## src/rtl/fetch_stage_if.sv

```systemverilog
// Instruction-memory read bus between the fetch stage and instruction memory.
interface fetch_stage_if #(
    parameter int unsigned PC_WIDTH    = 32,
    parameter int unsigned INSTR_WIDTH = 32
);
    logic                   imem_req;
    logic [PC_WIDTH-1:0]    imem_addr;
    logic                   imem_ready;
    logic [INSTR_WIDTH-1:0] imem_rdata;

    modport master (
        output imem_req,
        output imem_addr,
        input  imem_ready,
        input  imem_rdata
    );

    modport slave (
        input  imem_req,
        input  imem_addr,
        output imem_ready,
        output imem_rdata
    );
endinterface

```

## src/rtl/fetch_stage.sv

```systemverilog
// Instruction fetch stage with IF/ID register, one-outstanding memory reads
// and branch redirect with wrong-path squash.
module fetch_stage #(
    parameter int unsigned          PC_WIDTH    = 32,
    parameter int unsigned          INSTR_WIDTH = 32,
    parameter logic [PC_WIDTH-1:0]  RESET_PC    = '0
) (
    input  logic                   clk,
    input  logic                   rst,
    input  logic                   stall,
    input  logic [1:0]             branch_select,
    input  logic                   flag_zero,
    input  logic                   flag_neg,
    input  logic [PC_WIDTH-1:0]    branch_target,
    fetch_stage_if.master          imem,
    output logic [INSTR_WIDTH-1:0] if_id_instr,
    output logic [PC_WIDTH-1:0]    if_id_pc,
    output logic                   if_id_valid,
    output logic [3:0]             opcode
);

    localparam logic [PC_WIDTH-1:0] PC_STEP = PC_WIDTH'(4);

    typedef enum logic [2:0] {
        IDLE  = 3'd0,
        REQ   = 3'd1,
        WAIT  = 3'd2,
        HOLD  = 3'd3,
        DRAIN = 3'd4
    } state_t;

    state_t                 state;
    logic [PC_WIDTH-1:0]    pc;
    logic [PC_WIDTH-1:0]    hold_pc;
    logic [INSTR_WIDTH-1:0] hold_instr;
    logic                   taken;
    logic                   accept;

    // Branch resolution from select code and ALU flags.
    assign taken = (branch_select == 2'b01)
                 | ((branch_select == 2'b10) & flag_zero)
                 | ((branch_select == 2'b11) & flag_neg);

    // IF/ID can take a new entry unless it holds a valid one under stall.
    assign accept = !stall || !if_id_valid;

    // Opcode straight from the IF/ID register; a bubble reads as NOP.
    assign opcode = if_id_instr[INSTR_WIDTH-1 -: 4];

    // Fetch FSM, PC, hold buffer and IF/ID register.
    always_ff @(posedge clk or posedge rst) begin
        if (rst) begin
            state          <= IDLE;
            pc             <= RESET_PC;
            hold_pc        <= '0;
            hold_instr     <= '0;
            imem.imem_req  <= 1'b0;
            imem.imem_addr <= '0;
            if_id_instr    <= '0;
            if_id_pc       <= '0;
            if_id_valid    <= 1'b0;
        end else begin
            // Request is a single-cycle pulse; only entry into REQ raises it.
            imem.imem_req <= 1'b0;

            // Default IF/ID behaviour: hold under stall, otherwise bubble.
            if (!(stall && if_id_valid)) begin
                if_id_instr <= '0;
                if_id_valid <= 1'b0;
            end

            if (taken) begin
                pc          <= branch_target;
                if_id_instr <= '0;
                if_id_valid <= 1'b0;
                hold_pc     <= '0;
                hold_instr  <= '0;
                // A read still in flight must be drained before refetching.
                if (state == REQ || (state == WAIT && !imem.imem_ready)) begin
                    state <= DRAIN;
                end else begin
                    state          <= REQ;
                    imem.imem_req  <= 1'b1;
                    imem.imem_addr <= branch_target;
                end
            end else begin
                case (state)
                    IDLE: begin
                        state          <= REQ;
                        imem.imem_req  <= 1'b1;
                        imem.imem_addr <= pc;
                    end
                    REQ: begin
                        state <= WAIT;
                    end
                    WAIT: begin
                        if (imem.imem_ready) begin
                            if (accept) begin
                                if_id_instr    <= imem.imem_rdata;
                                if_id_pc       <= pc;
                                if_id_valid    <= 1'b1;
                                pc             <= pc + PC_STEP;
                                state          <= REQ;
                                imem.imem_req  <= 1'b1;
                                imem.imem_addr <= pc + PC_STEP;
                            end else begin
                                hold_instr <= imem.imem_rdata;
                                hold_pc    <= pc;
                                state      <= HOLD;
                            end
                        end
                    end
                    HOLD: begin
                        if (accept) begin
                            if_id_instr    <= hold_instr;
                            if_id_pc       <= hold_pc;
                            if_id_valid    <= 1'b1;
                            pc             <= pc + PC_STEP;
                            state          <= REQ;
                            imem.imem_req  <= 1'b1;
                            imem.imem_addr <= pc + PC_STEP;
                        end
                    end
                    DRAIN: begin
                        if (imem.imem_ready) begin
                            state          <= REQ;
                            imem.imem_req  <= 1'b1;
                            imem.imem_addr <= pc;
                        end
                    end
                    default: begin
                        state <= IDLE;
                    end
                endcase
            end
        end
    end

endmodule

```

## src/flat_wrapper.sv

```systemverilog
// flat-port wrapper written by rule: the top's interface ports become plain ports
module fetch_stage_flat 
#(
    parameter int unsigned          PC_WIDTH    = 32,
    parameter int unsigned          INSTR_WIDTH = 32,
    parameter logic [PC_WIDTH-1:0]  RESET_PC    = '0
)
  (clk, rst, stall, branch_select, flag_zero, flag_neg, branch_target, if_id_instr, if_id_pc, if_id_valid, opcode, imem_imem_req, imem_imem_addr, imem_imem_ready, imem_imem_rdata);
  fetch_stage_if #(.PC_WIDTH(PC_WIDTH), .INSTR_WIDTH(INSTR_WIDTH)) imem_i ();
  input  logic clk;
  input  logic rst;
  input  logic stall;
  input  logic [1:0] branch_select;
  input  logic flag_zero;
  input  logic flag_neg;
  input  logic [PC_WIDTH-1:0] branch_target;
  output logic [INSTR_WIDTH-1:0] if_id_instr;
  output logic [PC_WIDTH-1:0] if_id_pc;
  output logic if_id_valid;
  output logic [3:0] opcode;
  output wire logic [$bits(imem_i.imem_req)-1:0] imem_imem_req;
  output wire logic [$bits(imem_i.imem_addr)-1:0] imem_imem_addr;
  input wire logic [$bits(imem_i.imem_ready)-1:0] imem_imem_ready;
  input wire logic [$bits(imem_i.imem_rdata)-1:0] imem_imem_rdata;
  assign imem_imem_req = imem_i.imem_req;
  assign imem_imem_addr = imem_i.imem_addr;
  assign imem_i.imem_ready = imem_imem_ready;
  assign imem_i.imem_rdata = imem_imem_rdata;
  fetch_stage #(.PC_WIDTH(PC_WIDTH), .INSTR_WIDTH(INSTR_WIDTH), .RESET_PC(RESET_PC)) u_core (.clk(clk), .rst(rst), .stall(stall), .branch_select(branch_select), .flag_zero(flag_zero), .flag_neg(flag_neg), .branch_target(branch_target), .imem(imem_i), .if_id_instr(if_id_instr), .if_id_pc(if_id_pc), .if_id_valid(if_id_valid), .opcode(opcode));
endmodule
```

## config.mk

```make
export PLATFORM = sky130hd
export DESIGN_NAME = fetch_stage_flat
export DESIGN_NICKNAME = d
export VERILOG_FILES = /design/src/rtl/fetch_stage_if.sv /design/src/rtl/fetch_stage.sv /design/src/flat_wrapper.sv
export SDC_FILE = /design/constraint.sdc
export NUM_CORES = 1
export LEC_CHECK = 0
export ABC_AREA = 1
export BUFFER_PORTS_ARGS = -buffer_cell sky130_fd_sc_hd__buf_2
export CORE_AREA = 3 3 145 147
export CTS_CLUSTER_DIAMETER = 120
export DETAILED_ROUTE_END_ITERATION = 6
export DIE_AREA = 0 0 148 150
export PLACE_DENSITY = 0.76
export SKIP_CTS_REPAIR_TIMING = 1
export SYNTH_ARGS = -nofsm -noshare
export SYNTH_HDL_FRONTEND = slang
export SYNTH_SLANG_ARGS = --single-unit
```

## constraint.sdc

```tcl
create_clock -name clk -period 5.71 [get_ports clk]
set_input_delay 0.2855 -clock clk [delete_from_list [all_inputs] [get_ports clk]]
set_output_delay 0.2855 -clock clk [all_outputs]
set_load 0.02 [all_outputs]
```

==> impl_metrics.ini, run 1 <==
[yosys]
async_sr_flop_fraction = 1.00
synth.net_count = 1383
synth_flop_cell = dfrtp_1
synth_area_um2 = 10100
netlist_instances = 1310
synth-edff-count = 0
portion_of_the_post_synthesis_area_used_by_sequential_elements = 0.486
syn_area_per_cell_um2 = 7.74
yosys_warnings = 0
yosys.cell_types.count = 44
postSynthRegisterBits = 197

[die]
site_row_count = 52
die_y_um = 150
floorplan.initialDensity = 0.506
die_x_um = 148
design.portCount = 174
core_outline_area_um2 = 20000
die_area_um2 = 22200

[timing]
unrepaired_setup_endpoints_after_global_routing = false
worst_slew_margin_rel = 0.192
max_slew.worst_pin.slew_ps = 1210
clock_period_minus_final_worst_setup_slack_ps = 3310
report.final.setup_viol = 0
setup_slack_ps = 2400
max_clock_skew_ps = 6.10
fmax_mhz = 302
final-max-slew-violation-count = 0
final_setup_tns_ps = 0
timing.final.hold_violations = 0
min_period_over_period = 0.580

[clocking]
worst_setup_hold_path_clk_slew_ps = 70
tritoncts = built
root_cell_of_the_clock_tree = clkbuf_16
cts_buffer_depth = 2
htree_levels = 4
cts_num_sinks = 197
skew_pair_late_insertion_delay_ps = 440
cts_made_buffers = 17

[setup_path]
worst-setup-path-type = reg -> reg
cpMostUsedCell = nand2_4
end_kind = flip-flop
reg2reg_from = u_core.state[2]
reg2reg_to = u_core.pc[31]
worstPathCellList = inv_1 -> nand2_4 -> nor2_4 -> nand2_2 -> nand2_4 -> inv_2 -> nand2_4 -> inv_2 -> nand2_1 -> o221ai_1
reg2regPathDepth = 10
max_fo_critical_path = 72
timing.critical_path.required_ps = 5990
startpoint_type = flip-flop
ff2ff_setup_slack_ps = 2400
critical_path.max_stage_delay_ps = 950
cp_slowest_cell = nor2_4
cp_data_arrival_time_ps = 3590

[power]
cellPowerDensity_nw_per_um2 = 472
ir_worst_vdd_v = 0.000236
leakagePower_nw = 5.81

[global_routing]
grt_pass1_vias = 8870
overflow = 0
grt_start_max_net_pins = 139
antenna_found_initial = 4
grt_pass1_wl_mm = 44.7
groute.usage.overall = 0.250

[drt]
antenna_left = 0
wire_per_inst_um = 16.2
drt_drc_violations_left = 0
detail_route.vias_per_cell = 5.45
detail_route.first_pass.iterations = 5
vias_after_detailed_routing = 9354
first_iter_violations = 723
drt-total-wl_mm = 27.7

[final_layout]
nets = 1507
final_util = 0.578
area_added_between_synthesis_and_finish_pct = 14.3
layout-drive-gt1-share = 0.173
post_route_standard_cell_area_excluding_fillers_um2 = 11600
number_of_antenna_cells_inserted = 0

[placed_design]
dp_hpwl_mm = 18.4
routabilityCongestion = 0.955
io_buffer_count = 173
postPlaceCellArea_um2 = 11000
pre_cts_slack_ps = 2470

[status]
status = finished, final reports clean

[run]
maxCapViolCount = 0

[min_path]
hold_path_class = in -> async
[stage by stage]
step	cells	hold slack (ps)	power [mW]
6_report	1717	51.3	5.47
5_1_grt	1717	83.2	5.83
4_1_cts	1717	70.1	5.48
3_5_place_dp	1685	455	4.24
3_3_place_gp	1685	449	4.19
2_1_floorplan	1310	413	3.61
[area by class of cell]
cell class | instances | area (µm²)
timing repair buffer | 176 | 888
clock buffer | 20 | 447
inverter | 137 | 529
clock inverter | 12 | 154
tap | 270 | 338
multi-input combinational | 905 | 4300
sequential | 197 | 4930
fill | 1894 | 8450
[routing by layer]
metal	track usage	routed length (µm)	up-vias
li1	-	-	4500
met5	0	46	-
met4	0.102	721	8
met2	0.401	12900	376
met3	0.0551	2010	60
met1	0.333	12100	4410
[worst max path at each step]
stage,start,endpoint,cells after the start
6_report,u_core.state[2],u_core.pc[31],10
5_1_grt,u_core.state[2],u_core.pc[31],10
4_1_cts,u_core.state[2],u_core.pc[31],10
3_5_place_dp,u_core.state[2],u_core.pc[31],10
3_3_place_gp,u_core.state[2],u_core.pc[31],10
2_1_floorplan,rst,u_core.hold_instr[0],1
[kinds of logic after synthesis]
group / count (synthesis) / share of synthesized area
and+or+nand+nor: 564 / 0.231
AOI/OAI and AO/OA: 332 / 0.184
buffers and inverters: 208 / 0.0900
DFF: 197 / 0.486
xor gates and xnor gates: 8 / 0.00691
adders and majority gates: 1 / 0.00123
[layout by cell type (no fill, tap or decap), types with 2 or more instances in the layout]
cell        count
buf_2         173
a22oi_1         7
o21ai_1        18
nand2_4         6
o211ai_1        3
and2_1          4
o22ai_1        47
inv_1         127
o21ai_0       151
nor3_1          2
o31ai_2         3
a211oi_1        2
clkinv_2        2
bufinv_16       3
clkbuf_1        2
dfrtp_1       197
o21bai_1        2
xor2_1          8
buf_4           3
nand2_2         8
a31oi_1         7
inv_2           7
nor2_2          6
clkinvlp_4      6
a21oi_1        74
a32o_1          5
o221ai_1        6
a21oi_2         3
nand3_1        44
clkbuf_16      17
nor2_8          2
nor2_1        113
nand2_1       373
[worst max-delay path: cells and delay by family, from the launching register on]
family / cells / cell delay [ps]
buf+inv: 3 / 450
flops: 1 / 380
simple gates: 6 / 2200
compound gates: 1 / 110
[registers in the layout, summed over array words and instances, names as in the netlist]
signal / count
u_core.hold_instr: 32
u_core.hold_pc: 32
u_core.if_id_instr: 32
u_core.if_id_pc: 32
u_core.if_id_valid: 1
u_core.imem.imem_addr: 32
u_core.imem.imem_req: 1
u_core.pc: 32
u_core.state: 3
[Yosys cell counts, types with 2 or more instances]
cell | n | share of area
nand2_1 | 373 | 0.14
nand3_1 | 44 | 0.022
clkbuf_1 | 26 | 0.0096
a31oi_1 | 7 | 0.0043
nand2_2 | 9 | 0.0056
o221ai_1 | 6 | 0.0052
buf_4 | 10 | 0.0074
o31ai_2 | 3 | 0.0037
nor3_1 | 2 | 0.00099
nand2_4 | 5 | 0.0056
buf_6 | 7 | 0.0078
nor2_1 | 114 | 0.042
nor2_8 | 2 | 0.0040
a211oi_1 | 2 | 0.0015
o21bai_1 | 2 | 0.0015
dfrtp_1 | 197 | 0.49
inv_2 | 7 | 0.0026
and2_1 | 4 | 0.0025
o22ai_1 | 47 | 0.029
inv_1 | 128 | 0.047
o21ai_1 | 18 | 0.0089
buf_2 | 27 | 0.013
a32o_1 | 5 | 0.0049
a22oi_1 | 7 | 0.0052
a21oi_1 | 74 | 0.037
xor2_1 | 8 | 0.0069
o21ai_0 | 151 | 0.075
a21oi_2 | 3 | 0.0026
o211ai_1 | 3 | 0.0022
nor2_2 | 5 | 0.0031
[where the power goes]
group          switching [mW]  leakage (nW)  internal (mW)
clock network           0.541         0.275          0.701
registers               0.278          2.56           1.74
logic                    1.54          2.98          0.671
total                    2.36          5.81           3.11
Power figures use the tool's default switching activity.
==> inputs of run 2 (changes only) <==
--- a/config.mk
+++ b/config.mk
@@ -5,12 +5,12 @@
 export SDC_FILE = /design/constraint.sdc
 export NUM_CORES = 1
 export LEC_CHECK = 0
-export ABC_AREA = 1
+export ABC_AREA = 0
 export BUFFER_PORTS_ARGS = -buffer_cell sky130_fd_sc_hd__buf_2
-export CORE_AREA = 3 3 145 147
+export CORE_AREA = 3 3 141 143
 export CTS_CLUSTER_DIAMETER = 120
 export DETAILED_ROUTE_END_ITERATION = 6
-export DIE_AREA = 0 0 148 150
+export DIE_AREA = 0 0 144 146
 export PLACE_DENSITY = 0.76
 export SKIP_CTS_REPAIR_TIMING = 1
 export SYNTH_ARGS = -nofsm -noshare
==> constraint.sdc (replaced) <==
create_clock -name clk -period 3 [get_ports clk]
set_input_delay 0.15 -clock clk [delete_from_list [all_inputs] [get_ports clk]]
set_output_delay 0.15 -clock clk [all_outputs]
set_load 0.02 [all_outputs]
==> run 2 against run 1 <==
Effect of this change: the flow now finishes with violations (negative hold slack); design area decreased by 1.2%; non-clock buffer count increased by 51; die area decreased by 5.3%; via count decreased by 7.6%; clock power increased by 83%; cell count decreased by 12%; first-iteration DRC count decreased by 1.8%.
==> impl_metrics.ini, run 2 <==
[status]
status = complete, but fails checks
failing_checks = negative hold slack

[final_layout]
final_util = 0.612
layout-drive-gt1-share = 0.196
post_route_standard_cell_area_excluding_fillers_um2 = 11400
layout.cells.most_common_list = nand2_1 (312), dfrtp_1 (197), buf_2 (173), a21oi_1 (98), nor2_1 (93)
multi_input_comb_area_um2 = 4160
mostFrequentLayoutCell = nand2_1
layout.area.seq_um2 = 4930
final_cell_count_no_fill = 1504
nets = 1329
layout.filler_cells = 1580
area_added_between_synthesis_and_finish_pct = 19.9

[timing]
report.final.setup_viol = 0
fmax_mhz = 412
hold_ws_ps = -85.9
worst_slew_margin_rel = 0.404
final_setup_tns_ps = 0
unrepaired_setup_endpoints_after_global_routing = false
timing.final.hold_violations = 135
max_slew.worst_pin.slew_ps = 894
setup_slack_ps = 575
min_period_over_period = 0.808
max_clock_skew_ps = 7.58
clock_period_minus_final_worst_setup_slack_ps = 2420
final-max-slew-violation-count = 0

[setup_path]
cp_data_arrival_time_ps = 2740
end_kind = flip-flop
reg2regPathDepth = 6
timing.critical_path.required_ps = 3320
max_fo_critical_path = 9
reg2reg_to = u_core.imem.imem_addr[18]
worst-setup-path-type = reg -> reg
startpoint_type = flip-flop
ff2ff_setup_slack_ps = 580
reg2reg_from = u_core.pc[2]

[yosys]
yosys_warnings = 0
netlist_instances = 1113
yosys.cell_types.count = 55
async_sr_flop_fraction = 1.00
portion_of_the_post_synthesis_area_used_by_sequential_elements = 0.516
post-synth-top-count-cell = nand2_1
synth-edff-count = 0
postSynthRegisterBits = 197
synth.largest_area_cell = dfrtp_1
synth_area_um2 = 9550
most_area_consuming_cells_after_synthesis = dfrtp_1 (52%), nand2_1 (12%), a21oi_1 (5.1%), a31oi_1 (4.3%), xor2_1 (3.8%)
synth.net_count = 1186
synth_common_cells = nand2_1 (312), dfrtp_1 (197), a21oi_1 (98)
post-synth-top-area-fraction = 0.516
syn_area_per_cell_um2 = 8.58
synth_flop_cell = dfrtp_1

[placed_design]
pre_cts_slack_ps = 615
routabilityCongestion = 0.860
dp_hpwl_mm = 17.0
postPlaceCellArea_um2 = 10500
placedCellCount = 1434
io_buffer_count = 173

[drt]
detail_route.first_pass.iterations = 5
drt_drc_violations_left = 0
detail_route.vias_per_cell = 5.75
antenna_left = 0
wire_per_inst_um = 17.7
vias_after_detailed_routing = 8646
drt-total-wl_mm = 26.5
first_iter_violations = 710

[clocking]
cts_buffer_depth = 2
tritoncts = built
root_cell_of_the_clock_tree = clkbuf_16
htree_levels = 4
cts_made_buffers = 17
skew_pair_late_insertion_delay_ps = 440
cts_num_sinks = 197
worst_setup_hold_path_clk_slew_ps = 80

[die]
die_area_um2 = 21000
design.portCount = 174
die_y_um = 146
site_row_count = 50
core_outline_area_um2 = 18700
die_x_um = 144
floorplan.initialDensity = 0.510

[global_routing]
grt_pass1_vias = 8224
antenna_found_initial = 3
grt_pass1_wl_mm = 42.4
overflow = 0
grt_start_max_net_pins = 129
groute.usage.overall = 0.250

[power]
ir_worst_vdd_v = 0.000439
cellPowerDensity_nw_per_um2 = 787
leakagePower_nw = 5.00
design_power_total_mw = 9.01

[run]
maxCapViolCount = 0

[min_path]
hold_path_class = in -> async
[run 2: cell types whose count changed after synthesis, moves of 41 or more]
cell	change
a31oi_1	+59
clkbuf_1	+42
inv_1	-117
nand2_1	-61
o21ai_0	-141
o22ai_1	-41
[run 2: worst max-delay path, stage by stage (launching register included)]
cell      delay (ps)
dfrtp_1          590
ha_1             320
nand3b_1         270
nor4_4           560
nand2_1          110
a221oi_1         350
o31ai_1          100
[run 2: cell type report]
class,count,share of cell area
Antenna cell,1,0.000219
Sequential cell,197,0.431
Multi-Input combinational cell,801,0.363
Timing Repair Buffer,227,0.125
Inverter,12,0.00426
Clock inverter,15,0.0138
Clock buffer,17,0.0372
Tap cell,234,0.0256
[run 2: logic make-up (layout without fill, tap and decap cells)]
logic type,after synthesis,after routing,share of synthesized area
multiplexers,4,4,0.00459
AND/OR/NAND/NOR,528,528,0.246
other,0,1,0
adder cells (fa/ha/maj),1,1,0.00131
buffers and inverters,115,271,0.0509
AO/OA/AOI/OAI,216,216,0.133
flip-flops,197,197,0.516
XOR/XNOR,52,52,0.0477
[run 2: layer usage]
metal  part of all wire  routed length (µm)  vias up  GRT usage
met5            0.00079                  21        -          0
met1               0.42               11100     4186      0.337
li1                   -                   -     4041          -
met2               0.48               12800      380      0.402
met3              0.084                2220       35     0.0651
met4              0.015                 406        4     0.0683
[run 2: report_power, final]
part	internal, mW	leakage (nW)	switching, mW
clock network	1.12	0.289	1.15
logic	1.04	2.21	2.02
registers	3.20	2.50	0.478
[run 2: worst max path at each step]
stage / slack, ps / from / to
final: 580 / u_core.pc[2] / u_core.imem.imem_addr[18]
after global routing: 390 / u_core.pc[2] / u_core.imem.imem_addr[18]
after CTS: 570 / u_core.pc[2] / u_core.imem.imem_addr[18]
after detailed placement: 620 / u_core.pc[2] / u_core.imem.imem_addr[18]
after global placement: 660 / u_core.pc[2] / u_core.imem.imem_addr[18]
after floorplan: 300 / rst / u_core.hold_instr[0]
==> inputs of run 3 (changes only) <==
--- a/config.mk
+++ b/config.mk
@@ -7,11 +7,11 @@
 export LEC_CHECK = 0
 export ABC_AREA = 0
 export BUFFER_PORTS_ARGS = -buffer_cell sky130_fd_sc_hd__buf_2
-export CORE_AREA = 3 3 141 143
+export CORE_AREA = 3 3 137 139
 export CTS_CLUSTER_DIAMETER = 120
 export DETAILED_ROUTE_END_ITERATION = 6
-export DIE_AREA = 0 0 144 146
-export PLACE_DENSITY = 0.76
+export DIE_AREA = 0 0 140 142
+export PLACE_DENSITY = 0.77
 export SKIP_CTS_REPAIR_TIMING = 1
 export SYNTH_ARGS = -nofsm -noshare
 export SYNTH_HDL_FRONTEND = slang
==> constraint.sdc (replaced) <==
create_clock -name clk -period 2.37 [get_ports clk]
set_input_delay 0.1185 -clock clk [delete_from_list [all_inputs] [get_ports clk]]
set_output_delay 0.1185 -clock clk [all_outputs]
set_load 0.02 [all_outputs]
==> run 3 against run 2 <==
Effect of this change: the flow still finishes with violations (negative hold slack); clock power rose by 28%; fmax rose by 12%; critical endpoint is now u_core.imem.imem_addr[26]; core utilization rose by 4.8 points.
==> impl_metrics.ini, run 3 (synthesis results as in run 2) <==
[final_layout]
area_added_between_synthesis_and_finish_pct = 23.0
layout-drive-gt1-share = 0.208
layout.filler_cells = 1433
number_of_antenna_cells_inserted = 0
final_cell_count_no_fill = 1532
layout.cells.most_common_list = nand2_1 (312), dfrtp_1 (197), buf_2 (173), a21oi_1 (98), nor2_1 (93)
mostFrequentLayoutCell = nand2_1
nets = 1363

[drt]
first_iter_violations = 640
antenna_left = 0
detail_route.vias_per_cell = 5.72
drt_drc_violations_left = 0
drt-total-wl_mm = 26.4
detail_route.first_pass.iterations = 5
wire_per_inst_um = 17.2
vias_after_detailed_routing = 8758

[power]
power.sequential.fraction = 0.400
cellPowerDensity_nw_per_um2 = 978
sw_frac_of_total = 0.394
cellInternalPower_mw = 6.95
design_power_total_mw = 11.5
net_switching_power_mw = 4.52
share_clk_of_total_power = 0.253
leakagePower_nw = 5.15
ir_worst_vdd_v = 0.000618
power_frac_comb = 0.347

[timing]
worst_slew_margin_rel = 0.601
fmax_mhz = 463
final-max-slew-violation-count = 0
max_clock_skew_ps = 9.62
setup_slack_ps = 208
min_period_over_period = 0.912
hold_ws_ps = -30.0
clock_period_minus_final_worst_setup_slack_ps = 2160
max_slew.worst_pin.slew_ps = 597
timing.final.hold_violations = 11
unrepaired_setup_endpoints_after_global_routing = false
report.final.setup_viol = 0

[clocking]
cts_num_sinks = 197
cts_made_buffers = 17
worst_setup_hold_path_clk_slew_ps = 70
cts_buffer_depth = 2
htree_levels = 4
tritoncts = built
skew_pair_late_insertion_delay_ps = 430
root_cell_of_the_clock_tree = clkbuf_16

[setup_path]
timing.critical_path.required_ps = 2700
end_kind = flip-flop
worst-setup-path-type = reg -> reg
worstSetupStartpoint = u_core.pc[2]
cp_data_arrival_time_ps = 2490
critical_path.max_stage_delay_ps = 560
startpoint_type = flip-flop
cp_slowest_cell = dfrtp_1
worstPathCellList = ha_1 -> nand3b_1 -> nor3_2 -> nand3_1 -> xor2_1 -> a211oi_1
reg2reg_from = u_core.pc[2]
worst_path_dominant_cell_family = simple AND/OR/NAND/NOR gates
max_fo_critical_path = 9
crit_buf_inv = 0

[die]
die_area_um2 = 19900
site_row_count = 49
core_outline_area_um2 = 17800
floorplan.initialDensity = 0.537
die_y_um = 142
design.portCount = 174
die_x_um = 140

[placed_design]
pre_cts_slack_ps = 253
dp_hpwl_mm = 17.3
placedCellCount = 1450
routabilityCongestion = 0.916
io_buffer_count = 173

[global_routing]
grt_pass1_vias = 7997
grt_pass1_wl_mm = 41.5
antenna_found_initial = 1
overflow = 0
grt_start_max_net_pins = 70
groute.usage.overall = 0.256

[run]
maxCapViolCount = 0

[status]
status = complete, but fails checks
failing_checks = negative hold slack

[min_path]
hold_path_class = in -> reg
min-delay-start = branch_target[11]
-- run 3: cell count changes in the layout (fill, tap and decap cells not counted), sizes merged --
cell / before / now
inv: 19 / 20
buf: 190 / 211
dlygate4sd3: 37 / 50
clkinvlp: 1 / 2
clkinv: 7 / 4
bufinv: 0 / 1
diode: 1 / 0
-- run 3: metal layers --
layer | wire (µm) | share of wire | up-vias | global-route usage
li1 | - | - | 4104 | -
met1 | 10800 | 0.41 | 4227 | 0.342
met2 | 12900 | 0.49 | 387 | 0.421
met3 | 2190 | 0.083 | 38 | 0.0706
met4 | 444 | 0.017 | 2 | 0.0648
met5 | 7 | 0.00027 | - | 0
-- run 3: metrics by stage --
step | hold slack, ps | area, µm² | utilization | TNS [ps]
6_report | -30.0 | 11700 | 0.660 | 0
5_1_grt | 2.28 | 11700 | 0.660 | 0
4_1_cts | -326 | 11200 | 0.632 | 0
3_5_place_dp | 139 | 10700 | 0.599 | 0
3_3_place_gp | 135 | 10700 | 0.599 | 0
2_1_floorplan | 235 | 9550 | - | -58090
-- run 3: tightest hold or removal path, cell delays in order --
cell     delay (ps)
buf_2            70
nor2_1           60
a21oi_1         110
-- run 3: power groups by stage --
stage,combinational (mW),clock (mW),sequential (mW)
after floorplan,2.02,0,5.16
after global routing,4.34,3.06,4.69
final,3.98,2.90,4.59
after CTS,3.94,2.94,4.59
after detailed placement,3.92,0,4.65
after global placement,3.87,0,4.62
-- run 3: path summary, 6_finish.rpt --
path,to,slack [ps],cells past startpoint
worst max-delay path,u_core.imem.imem_addr[26],210,6
worst min-delay path,u_core.pc[11],-30,3
worst max register to register,u_core.imem.imem_addr[26],210,6
worst min register to register,u_core.imem.imem_addr[13],470,2
max in group asynchronous,u_core.hold_pc[22],1480,4
min in group asynchronous,u_core.hold_pc[6],230,3
-- run 3: final cells by class --
cell class / instances / area, µm² / area share
Clock buffer: 17 / 425 / 0.0362
Clock inverter: 15 / 160 / 0.0136
Inverter: 12 / 48.8 / 0.00416
Multi-Input combinational cell: 801 / 4160 / 0.354
Sequential cell: 197 / 4930 / 0.420
Tap cell: 229 / 287 / 0.0244
Timing Repair Buffer: 261 / 1730 / 0.147
